### config.mk
export PLATFORM = sky130hd
export DESIGN_NAME = hazard_stall_ctrl_flat
export DESIGN_NICKNAME = d
export VERILOG_FILES = /design/src/rtl/hazard_stall_ctrl_if.sv /design/src/rtl/hazard_stall_ctrl.sv /design/src/flat_wrapper.sv
export SDC_FILE = /design/constraint.sdc
export NUM_CORES = 1
export LEC_CHECK = 0
export ABC_AREA = 1
export CAP_MARGIN = 20
export CORE_MARGIN = 2
export CORE_UTILIZATION = 56
export CTS_BUF_LIST = sky130_fd_sc_hd__clkbuf_4 sky130_fd_sc_hd__clkbuf_8
export CTS_CLUSTER_DIAMETER = 80
export DETAILED_ROUTE_END_ITERATION = 16
export PLACE_DENSITY = 0.9
export SETUP_SLACK_MARGIN = 0.05
export SLEW_MARGIN = 10
export SYNTH_ARGS = -nofsm -noshare
export SYNTH_HDL_FRONTEND = slang
export SYNTH_SLANG_ARGS = --single-unit
### constraint.sdc
create_clock -name clk -period 4.7 [get_ports clk]
set_clock_uncertainty 0.15 [all_clocks]
set_input_delay 0.94 -clock clk [delete_from_list [all_inputs] [get_ports clk]]
set_output_delay 0.94 -clock clk [all_outputs]
set_load 0.1 [all_outputs]
### src/rtl/hazard_stall_ctrl_if.sv
// Pipeline-to-hazard-controller signal bundle: D/E/M hazard inputs, stall/enable outputs,
// mult/div occupancy and the stall performance counter.
interface hazard_stall_ctrl_if #(
    parameter int CNT_W = 32
);
    logic [4:0]       D_rs;
    logic [4:0]       D_rt;
    logic [1:0]       D_Tuse_rs;
    logic [1:0]       D_Tuse_rt;
    logic             D_is_md;
    logic             E_regwe;
    logic [4:0]       E_A3;
    logic [1:0]       E_Tnew;
    logic             M_regwe;
    logic [4:0]       M_A3;
    logic [1:0]       M_Tnew;
    logic             E_md_start;
    logic             E_md_isdiv;
    logic             stall;
    logic             F_en;
    logic             D_en;
    logic             E_clr;
    logic             md_busy;
    logic [3:0]       md_cnt;
    logic [CNT_W-1:0] stall_count;
    // Debug view of the mult/div FSM state (0 = IDLE, 1 = BUSY).
    logic             md_state;

    // No valid/ready pairs here: every signal is a level qualified by the
    // pipeline clock, sampled or driven once per cycle.
    modport master (
        output D_rs, D_rt, D_Tuse_rs, D_Tuse_rt, D_is_md,
        output E_regwe, E_A3, E_Tnew, M_regwe, M_A3, M_Tnew,
        output E_md_start, E_md_isdiv,
        input  stall, F_en, D_en, E_clr, md_busy, md_cnt, stall_count, md_state
    );

    modport slave (
        input  D_rs, D_rt, D_Tuse_rs, D_Tuse_rt, D_is_md,
        input  E_regwe, E_A3, E_Tnew, M_regwe, M_A3, M_Tnew,
        input  E_md_start, E_md_isdiv,
        output stall, F_en, D_en, E_clr, md_busy, md_cnt, stall_count, md_state
    );
endinterface

### src/rtl/hazard_stall_ctrl.sv
// Stall/flush controller: Tuse/Tnew data-hazard detection, mult/div busy window FSM,
// and a saturating count of stalled cycles.
module hazard_stall_ctrl #(
    parameter int MULT_CYCLES = 5,
    parameter int DIV_CYCLES  = 10,
    parameter int CNT_W       = 32
) (
    input  logic               clk,
    input  logic               reset,
    hazard_stall_ctrl_if.slave bus
);
    typedef enum logic {
        IDLE = 1'b0,
        BUSY = 1'b1
    } state_t;

    localparam logic [3:0] MULT_LD = 4'(MULT_CYCLES);
    localparam logic [3:0] DIV_LD  = 4'(DIV_CYCLES);

    state_t           state_q, state_d;
    logic [3:0]       md_cnt_q, md_cnt_d;
    logic [CNT_W-1:0] stall_count_q, stall_count_d;
    logic             rs_hazard, rt_hazard, md_hazard, stall_w;

    always_comb begin
        rs_hazard = (bus.D_rs != 5'd0) &&
                    ((bus.E_regwe && (bus.E_A3 == bus.D_rs) && (bus.E_Tnew > bus.D_Tuse_rs)) ||
                     (bus.M_regwe && (bus.M_A3 == bus.D_rs) && (bus.M_Tnew > bus.D_Tuse_rs)));
        rt_hazard = (bus.D_rt != 5'd0) &&
                    ((bus.E_regwe && (bus.E_A3 == bus.D_rt) && (bus.E_Tnew > bus.D_Tuse_rt)) ||
                     (bus.M_regwe && (bus.M_A3 == bus.D_rt) && (bus.M_Tnew > bus.D_Tuse_rt)));
        md_hazard = bus.D_is_md && ((state_q == BUSY) || bus.E_md_start);
        // Held in reset the pipeline must free-run, so the stall is gated off.
        stall_w   = reset && (rs_hazard || rt_hazard || md_hazard);
    end

    always_comb begin
        state_d  = state_q;
        md_cnt_d = md_cnt_q;
        unique case (state_q)
            IDLE: begin
                if (bus.E_md_start) begin
                    state_d  = BUSY;
                    md_cnt_d = bus.E_md_isdiv ? DIV_LD : MULT_LD;
                end
            end
            BUSY: begin
                // A start seen here is a protocol violation and is ignored.
                if (md_cnt_q == 4'd1) begin
                    state_d  = IDLE;
                    md_cnt_d = 4'd0;
                end else begin
                    md_cnt_d = md_cnt_q - 4'd1;
                end
            end
            default: begin
                state_d  = IDLE;
                md_cnt_d = 4'd0;
            end
        endcase
    end

    always_comb begin
        stall_count_d = stall_count_q;
        if (stall_w && (stall_count_q != {CNT_W{1'b1}})) begin
            stall_count_d = stall_count_q + CNT_W'(1);
        end
    end

    always_ff @(posedge clk or negedge reset) begin
        if (!reset) begin
            state_q       <= IDLE;
            md_cnt_q      <= 4'd0;
            stall_count_q <= '0;
        end else begin
            state_q       <= state_d;
            md_cnt_q      <= md_cnt_d;
            stall_count_q <= stall_count_d;
        end
    end

    assign bus.stall       = stall_w;
    assign bus.F_en        = ~stall_w;
    assign bus.D_en        = ~stall_w;
    assign bus.E_clr       = stall_w;
    assign bus.md_busy     = (state_q == BUSY);
    assign bus.md_cnt      = md_cnt_q;
    assign bus.stall_count = stall_count_q;
    assign bus.md_state    = (state_q == BUSY);
endmodule

### src/flat_wrapper.sv
// flat-port wrapper written by rule: the top's interface ports become plain ports
module hazard_stall_ctrl_flat 
#(
    parameter int MULT_CYCLES = 5,
    parameter int DIV_CYCLES  = 10,
    parameter int CNT_W       = 32
)
  (clk, reset, bus_D_rs, bus_D_rt, bus_D_Tuse_rs, bus_D_Tuse_rt, bus_D_is_md, bus_E_regwe, bus_E_A3, bus_E_Tnew, bus_M_regwe, bus_M_A3, bus_M_Tnew, bus_E_md_start, bus_E_md_isdiv, bus_stall, bus_F_en, bus_D_en, bus_E_clr, bus_md_busy, bus_md_cnt, bus_stall_count, bus_md_state);
  hazard_stall_ctrl_if #(.CNT_W(CNT_W)) bus_i ();
  input  logic clk;
  input  logic reset;
  input wire logic [$bits(bus_i.D_rs)-1:0] bus_D_rs;
  input wire logic [$bits(bus_i.D_rt)-1:0] bus_D_rt;
  input wire logic [$bits(bus_i.D_Tuse_rs)-1:0] bus_D_Tuse_rs;
  input wire logic [$bits(bus_i.D_Tuse_rt)-1:0] bus_D_Tuse_rt;
  input wire logic [$bits(bus_i.D_is_md)-1:0] bus_D_is_md;
  input wire logic [$bits(bus_i.E_regwe)-1:0] bus_E_regwe;
  input wire logic [$bits(bus_i.E_A3)-1:0] bus_E_A3;
  input wire logic [$bits(bus_i.E_Tnew)-1:0] bus_E_Tnew;
  input wire logic [$bits(bus_i.M_regwe)-1:0] bus_M_regwe;
  input wire logic [$bits(bus_i.M_A3)-1:0] bus_M_A3;
  input wire logic [$bits(bus_i.M_Tnew)-1:0] bus_M_Tnew;
  input wire logic [$bits(bus_i.E_md_start)-1:0] bus_E_md_start;
  input wire logic [$bits(bus_i.E_md_isdiv)-1:0] bus_E_md_isdiv;
  output wire logic [$bits(bus_i.stall)-1:0] bus_stall;
  output wire logic [$bits(bus_i.F_en)-1:0] bus_F_en;
  output wire logic [$bits(bus_i.D_en)-1:0] bus_D_en;
  output wire logic [$bits(bus_i.E_clr)-1:0] bus_E_clr;
  output wire logic [$bits(bus_i.md_busy)-1:0] bus_md_busy;
  output wire logic [$bits(bus_i.md_cnt)-1:0] bus_md_cnt;
  output wire logic [$bits(bus_i.stall_count)-1:0] bus_stall_count;
  output wire logic [$bits(bus_i.md_state)-1:0] bus_md_state;
  assign bus_i.D_rs = bus_D_rs;
  assign bus_i.D_rt = bus_D_rt;
  assign bus_i.D_Tuse_rs = bus_D_Tuse_rs;
  assign bus_i.D_Tuse_rt = bus_D_Tuse_rt;
  assign bus_i.D_is_md = bus_D_is_md;
  assign bus_i.E_regwe = bus_E_regwe;
  assign bus_i.E_A3 = bus_E_A3;
  assign bus_i.E_Tnew = bus_E_Tnew;
  assign bus_i.M_regwe = bus_M_regwe;
  assign bus_i.M_A3 = bus_M_A3;
  assign bus_i.M_Tnew = bus_M_Tnew;
  assign bus_i.E_md_start = bus_E_md_start;
  assign bus_i.E_md_isdiv = bus_E_md_isdiv;
  assign bus_stall = bus_i.stall;
  assign bus_F_en = bus_i.F_en;
  assign bus_D_en = bus_i.D_en;
  assign bus_E_clr = bus_i.E_clr;
  assign bus_md_busy = bus_i.md_busy;
  assign bus_md_cnt = bus_i.md_cnt;
  assign bus_stall_count = bus_i.stall_count;
  assign bus_md_state = bus_i.md_state;
  hazard_stall_ctrl #(.MULT_CYCLES(MULT_CYCLES), .DIV_CYCLES(DIV_CYCLES), .CNT_W(CNT_W)) u_core (.clk(clk), .reset(reset), .bus(bus_i));
endmodule
== Yosys cells after proc, flatten, opt, wreduce, memory -nomap -nowiden ==
Index checks and enable logic that the tools add are counted.

* Output and inout port bits: 42
* Register bits: 37
* Logic and storage cells: 45

* Mux-type cells: 7
* Add/subtract/negate cells: 2
* Equality and inequality tests: 7
* Reductions and logical operators: 20
* $lt $le $gt $ge: 4
* Bitwise gates (word level): 2

{| class="wikitable"
|+ Operator list
! cell !! count
|-
| 32-bit by 1-bit adder with 32-bit output, second input constant || 1
|-
| 32-bit inequality test, second input constant || 1
|-
| 5-bit == test || 4
|-
| 1-bit logical AND || 13
|-
| 4-bit two-way mux || 3
|-
| 5-bit nonzero test || 2
|-
| 2-bit > comparator || 4
|-
| 4-bit one-hot mux with 2 select lines || 1
|-
| 1-bit logical OR || 5
|-
| 4-bit by 1-bit == test with 1-bit output, second input constant || 1
|-
| 4-bit by 1-bit subtractor with 4-bit output, second input constant || 1
|-
| 1-bit two-way mux || 2
|-
| 2-bit inequality test, second input constant || 1
|-
| 1-bit NOT || 2
|-
| 1-bit one-hot mux with 2 select lines || 1
|}

== Longest topological paths before layout ==
Gate-level depths: netlist of run 1.

* Depth after elaboration: 9
* Gate-level depth with buffers: 16
* Gate-level depth less buffers: 14

== Worst setup path after synthesis of run 1 ==
No wires, ideal clock.

* Kind: input-to-output
* Start: input bus_D_Tuse_rt[1]
* End: output bus_stall
* Required time: 3.610 ns
* Path buffers: 3
* Slack: -0.491 ns
* Stages on the path: 14
* Data arrival time: 4.101 ns
* Cell sequence: inv_1 ha_1 a21boi_0 nand2_1 nor2_1 nand2_1 nand2_1 nand2_1 nand3_1 buf_2 buf_2 nand2_1 inv_1 buf_4

* Word-level cells in the longest chain between the ends: 7

{| class="wikitable"
|+ RTL lines
! element !! line !! text
|-
| from (decl) || flat_wrapper.sv:15 || <nowiki>input wire logic [$bits(bus_i.D_Tuse_rt)-1:0] bus_D_Tuse_rt;</nowiki>
|-
| 2-bit > comparator (on tied branches) || hazard_stall_ctrl.sv:30, hazard_stall_ctrl.sv:31 ||
|-
| 1-bit logical AND (on tied branches) || hazard_stall_ctrl.sv:30, hazard_stall_ctrl.sv:31 ||
|-
| 1-bit logical OR (*) || hazard_stall_ctrl.sv:30 || <nowiki>((bus.E_regwe && (bus.E_A3 == bus.D_rt) && (bus.E_Tnew > bus.D_Tuse_rt)) ||</nowiki>
|-
| 1-bit logical AND (*) || hazard_stall_ctrl.sv:29 || <nowiki>rt_hazard = (bus.D_rt != 5'd0) &&</nowiki>
|-
| 1-bit logical OR (*) (2 in series) || hazard_stall_ctrl.sv:34 || <nowiki>stall_w = reset && (rs_hazard || rt_hazard || md_hazard);</nowiki>
|-
| 1-bit logical AND (*) || hazard_stall_ctrl.sv:34 ||
|-
| to (decl) || flat_wrapper.sv:25 || <nowiki>output wire logic [$bits(bus_i.stall)-1:0] bus_stall;</nowiki>
|}

Every way passes the cells marked *; elsewhere a longest branch is shown, timed or not.

== Worst setup path in the final report of run 1 ==
* Start: input bus_E_Tnew[0]
* End: output bus_stall

* Word-level cells in the longest chain between the ends: 7

{| class="wikitable"
|+ RTL lines
! element !! line !! text
|-
| from (decl) || flat_wrapper.sv:19 || <nowiki>input wire logic [$bits(bus_i.E_Tnew)-1:0] bus_E_Tnew;</nowiki>
|-
| 2-bit > comparator (on tied branches) || hazard_stall_ctrl.sv:27, hazard_stall_ctrl.sv:30 ||
|-
| 1-bit logical AND (on tied branches) || hazard_stall_ctrl.sv:27, hazard_stall_ctrl.sv:30 ||
|-
| 1-bit logical OR (on tied branches) || hazard_stall_ctrl.sv:27, hazard_stall_ctrl.sv:30 ||
|-
| 1-bit logical AND (on tied branches) || hazard_stall_ctrl.sv:26, hazard_stall_ctrl.sv:29 ||
|-
| 1-bit logical OR (*) (2 in series) || hazard_stall_ctrl.sv:34 ||
|-
| 1-bit logical AND (*) || hazard_stall_ctrl.sv:34 ||
|}

Marked as above.

==> qor.txt, run 1 <==
routed wire length = 8648 µm
Critical Setup Path Class = in2out
status = finished, final reports clean
Synth Net Count = 531
fin nets = 600
fmax = 248.6 MHz
startpoint types = primary input
Seq/Total Area, Yosys = 29.15%
Resized cells post-CTS = 0
unique cell type count in the Yosys netlist = 29
cell with the most instances after synthesis = nand2_1
Setup TNS = 0 ns
I/O pin count = 77
routability congestion estimate = 0.9522
min Tclk post-route = 4.022 ns
grt met3 use = 5.114%
reg2reg start = u_core.bus.stall_count[0]
Die Area = 6292 µm²
initial core utilization = 57.69%
worst slew pin tran = 0.9848 ns
clock sink count = 37
GRT Max-Usage Layer = met2
crit path max fanout = 3
residual overflow from global routing = 0
Final Power = 1.432 mW
post-synthesis area per instance = 6.550 µm²
Clock Tree Buf Depth = 2
final setup violation count = 0
setup bufs post-CTS = 0
reg2reg end = u_core.bus.stall_count[18]
ys async rst share = 100.0%
Post-DRT Antenna Nets = 0
First-pass DRT Iterations = 5
share of cells above drive strength 1 = 4.324%
Fin. Hold Viols = 0
RSZ-0062 raised after global routing = no
Slew Limit Headroom = 34.14%
DR iter-0 viols = 299
Power Density = 351.7 nW/µm²
critical path capture point type = primary output
antenna violations before repair = 0
Req. time, crit path = 3.61 ns
mapped cell area = 3177 µm²
die width = 79.32 µm
FILL cells = 456
TritonCTS Buffers = 5
fin. max-slew vios = 0
first-pass GRT wire length = 14,460 µm
residual DRC count = 0
GR Layer Usage met1 = 38.96%
Core Region = 5507 µm²
via count = 3,417
dominant cell type by area after synthesis = dfrtp_1
hold crit path type = reg2reg
Layout Utilization = 73.94%
storage element area = 925.9 µm²
Clk pin slew, worst setup/hold paths = 0.08 ns
WP data arrival = 2.93 ns
TritonCTS clock tree = built
beginning of the critical path = bus_E_Tnew[0]
Gate Count Post-Synth = 485
number of global-route vias before repair = 3,161
clk_lat worst skew = 0.30 ns
synth cell count leaders = 189 x nand2_1, 57 x inv_1, 46 x nor2_1
post-route cell area = 4071 µm²
# rows = 27
Main synth FF type = dfrtp_1
DP HPWL = 6591 µm
Worst VDD drop = 0.3981 mV
Vert. Die Dim = 79.32 µm
YS warnings = 0
root buffer cell = clkbuf_8
top cell type's share of synthesized area = 29.15%
#FFs+latches synth = 37
area grow syn2layout = 28.16%
Worst setup endpoint = bus_stall
WL/cell = 13.79 µm
CTS Hold Bufs = 0
Reg2Reg Depth = 9
DP Area = 3959 µm²
Synth area leaders = dfrtp_1 29%, nand2_1 22%, nand4_1 7.7%, inv_1 6.7%, nor2_1 5.4%
largest net degree at the start of global routing = 55
area of the multi-input gates = 1911 µm²
Leak Pwr = 1.971 nW
diode count = 0
Via density = 5.450
Final Cycle Share = 85.57%
M2 GR Usage = 47.37%
total global-route track usage = 28.99%
Post-synth EDFFs = 0
# H-tree levels = 2
PortBufs = 76
max-cap violations = 0
FF-to-FF setup slack = 1.75 ns
[sequential cells by signal (all words and copies together) (netlist names)]
register	flops
u_core.bus.md_busy	1
u_core.bus.md_cnt	4
u_core.bus.stall_count	32
[cells by family after synthesis]
group                    share of synthesized area (%)
buffers and inverters                            10.79
flip-flops                                       29.15
XOR/XNOR                                         7.720
AND/OR/NAND/NOR                                  45.18
adder cells (fa/ha/maj)                          4.332
AO/OA/AOI/OAI                                    2.836
[where the power goes]
part	internal, mW	switching, mW	leakage [nW]
sequential	0.359	0.0582	0.500
clock	0.159	0.126	0.0585
combinational	0.196	0.533	1.41
total	0.714	0.718	1.97
[final cells by class]
type	count	area share, %
clock buffers	5	1.690
clock inverters	3	1.076
inverters	58	5.439
multi-input cells	374	46.93
flip-flops and latches	37	22.74
well taps	72	2.213
repair buffers	78	19.91
[layer usage]
| layer | up-vias | part of all wire, % |
|---|---|---|
| met2 | 159 | 47 |
| met4 | 0 | 1.9 |
| met3 | 22 | 7.6 |
| met5 | - | 0 |
| li1 | 1690 | - |
| met1 | 1546 | 43 |
[worst min-delay path by stage]
stage,start,endpoint,slack [ns],cells after the start
6_report,u_core.bus.stall_count[31],u_core.bus.stall_count[31],0.39,2
5_1_grt,u_core.bus.stall_count[16],u_core.bus.stall_count[16],0.44,2
4_1_cts,u_core.bus.stall_count[31],u_core.bus.stall_count[31],0.40,2
3_5_place_dp,u_core.bus.stall_count[31],u_core.bus.stall_count[31],0.38,2
3_3_place_gp,u_core.bus.stall_count[30],u_core.bus.stall_count[30],0.36,2
2_1_floorplan,reset,u_core.bus.md_busy,0.49,0
[critical path, cell delays in order]
cell	delay (ns)
clkdlybuf4s50_1	0.47
inv_1	0.06
ha_1	0.29
a21boi_0	0.16
nand2_1	0.07
nor2_1	0.10
nand2_1	0.05
nand2_1	0.07
nand2_1	0.05
nand3_1	0.15
nand2_2	0.16
clkinvlp_4	0.18
buf_12	0.18
[layout by cell type, fill, tap and decap left out, types with 2 or more instances in the layout]
cell type,count
a21oi_1,4
a22oi_1,2
buf_12,4
buf_4,2
clkbuf_8,5
clkdlybuf4s50_1,71
dfrtp_1,37
ha_1,11
inv_1,56
nand2_1,188
nand3_1,20
nand3_4,2
nand3b_1,8
nand4_1,39
nor2_1,46
nor3_1,10
o21ai_0,5
o21bai_1,3
xnor2_1,13
xor2_1,15
[stage by stage]
stage | hold slack, ns | worst slack [ns] | instances
after global placement | 0.3619 | 0.7221 | 619
after global routing | 0.4380 | 0.5334 | 627
after CTS | 0.3983 | 0.6781 | 627
after floorplan | 0.4944 | 0.08385 | 485
final | 0.3939 | 0.6780 | 627
after detailed placement | 0.3772 | 0.6874 | 619
(Power assumes the default switching activity.)
==> run 2: changes to the inputs <==
Settings changed: TNS_END_PERCENT set to 20.
==> results of run 2 <==
The final DEF is identical to that of run 1; final timing and power are the same.
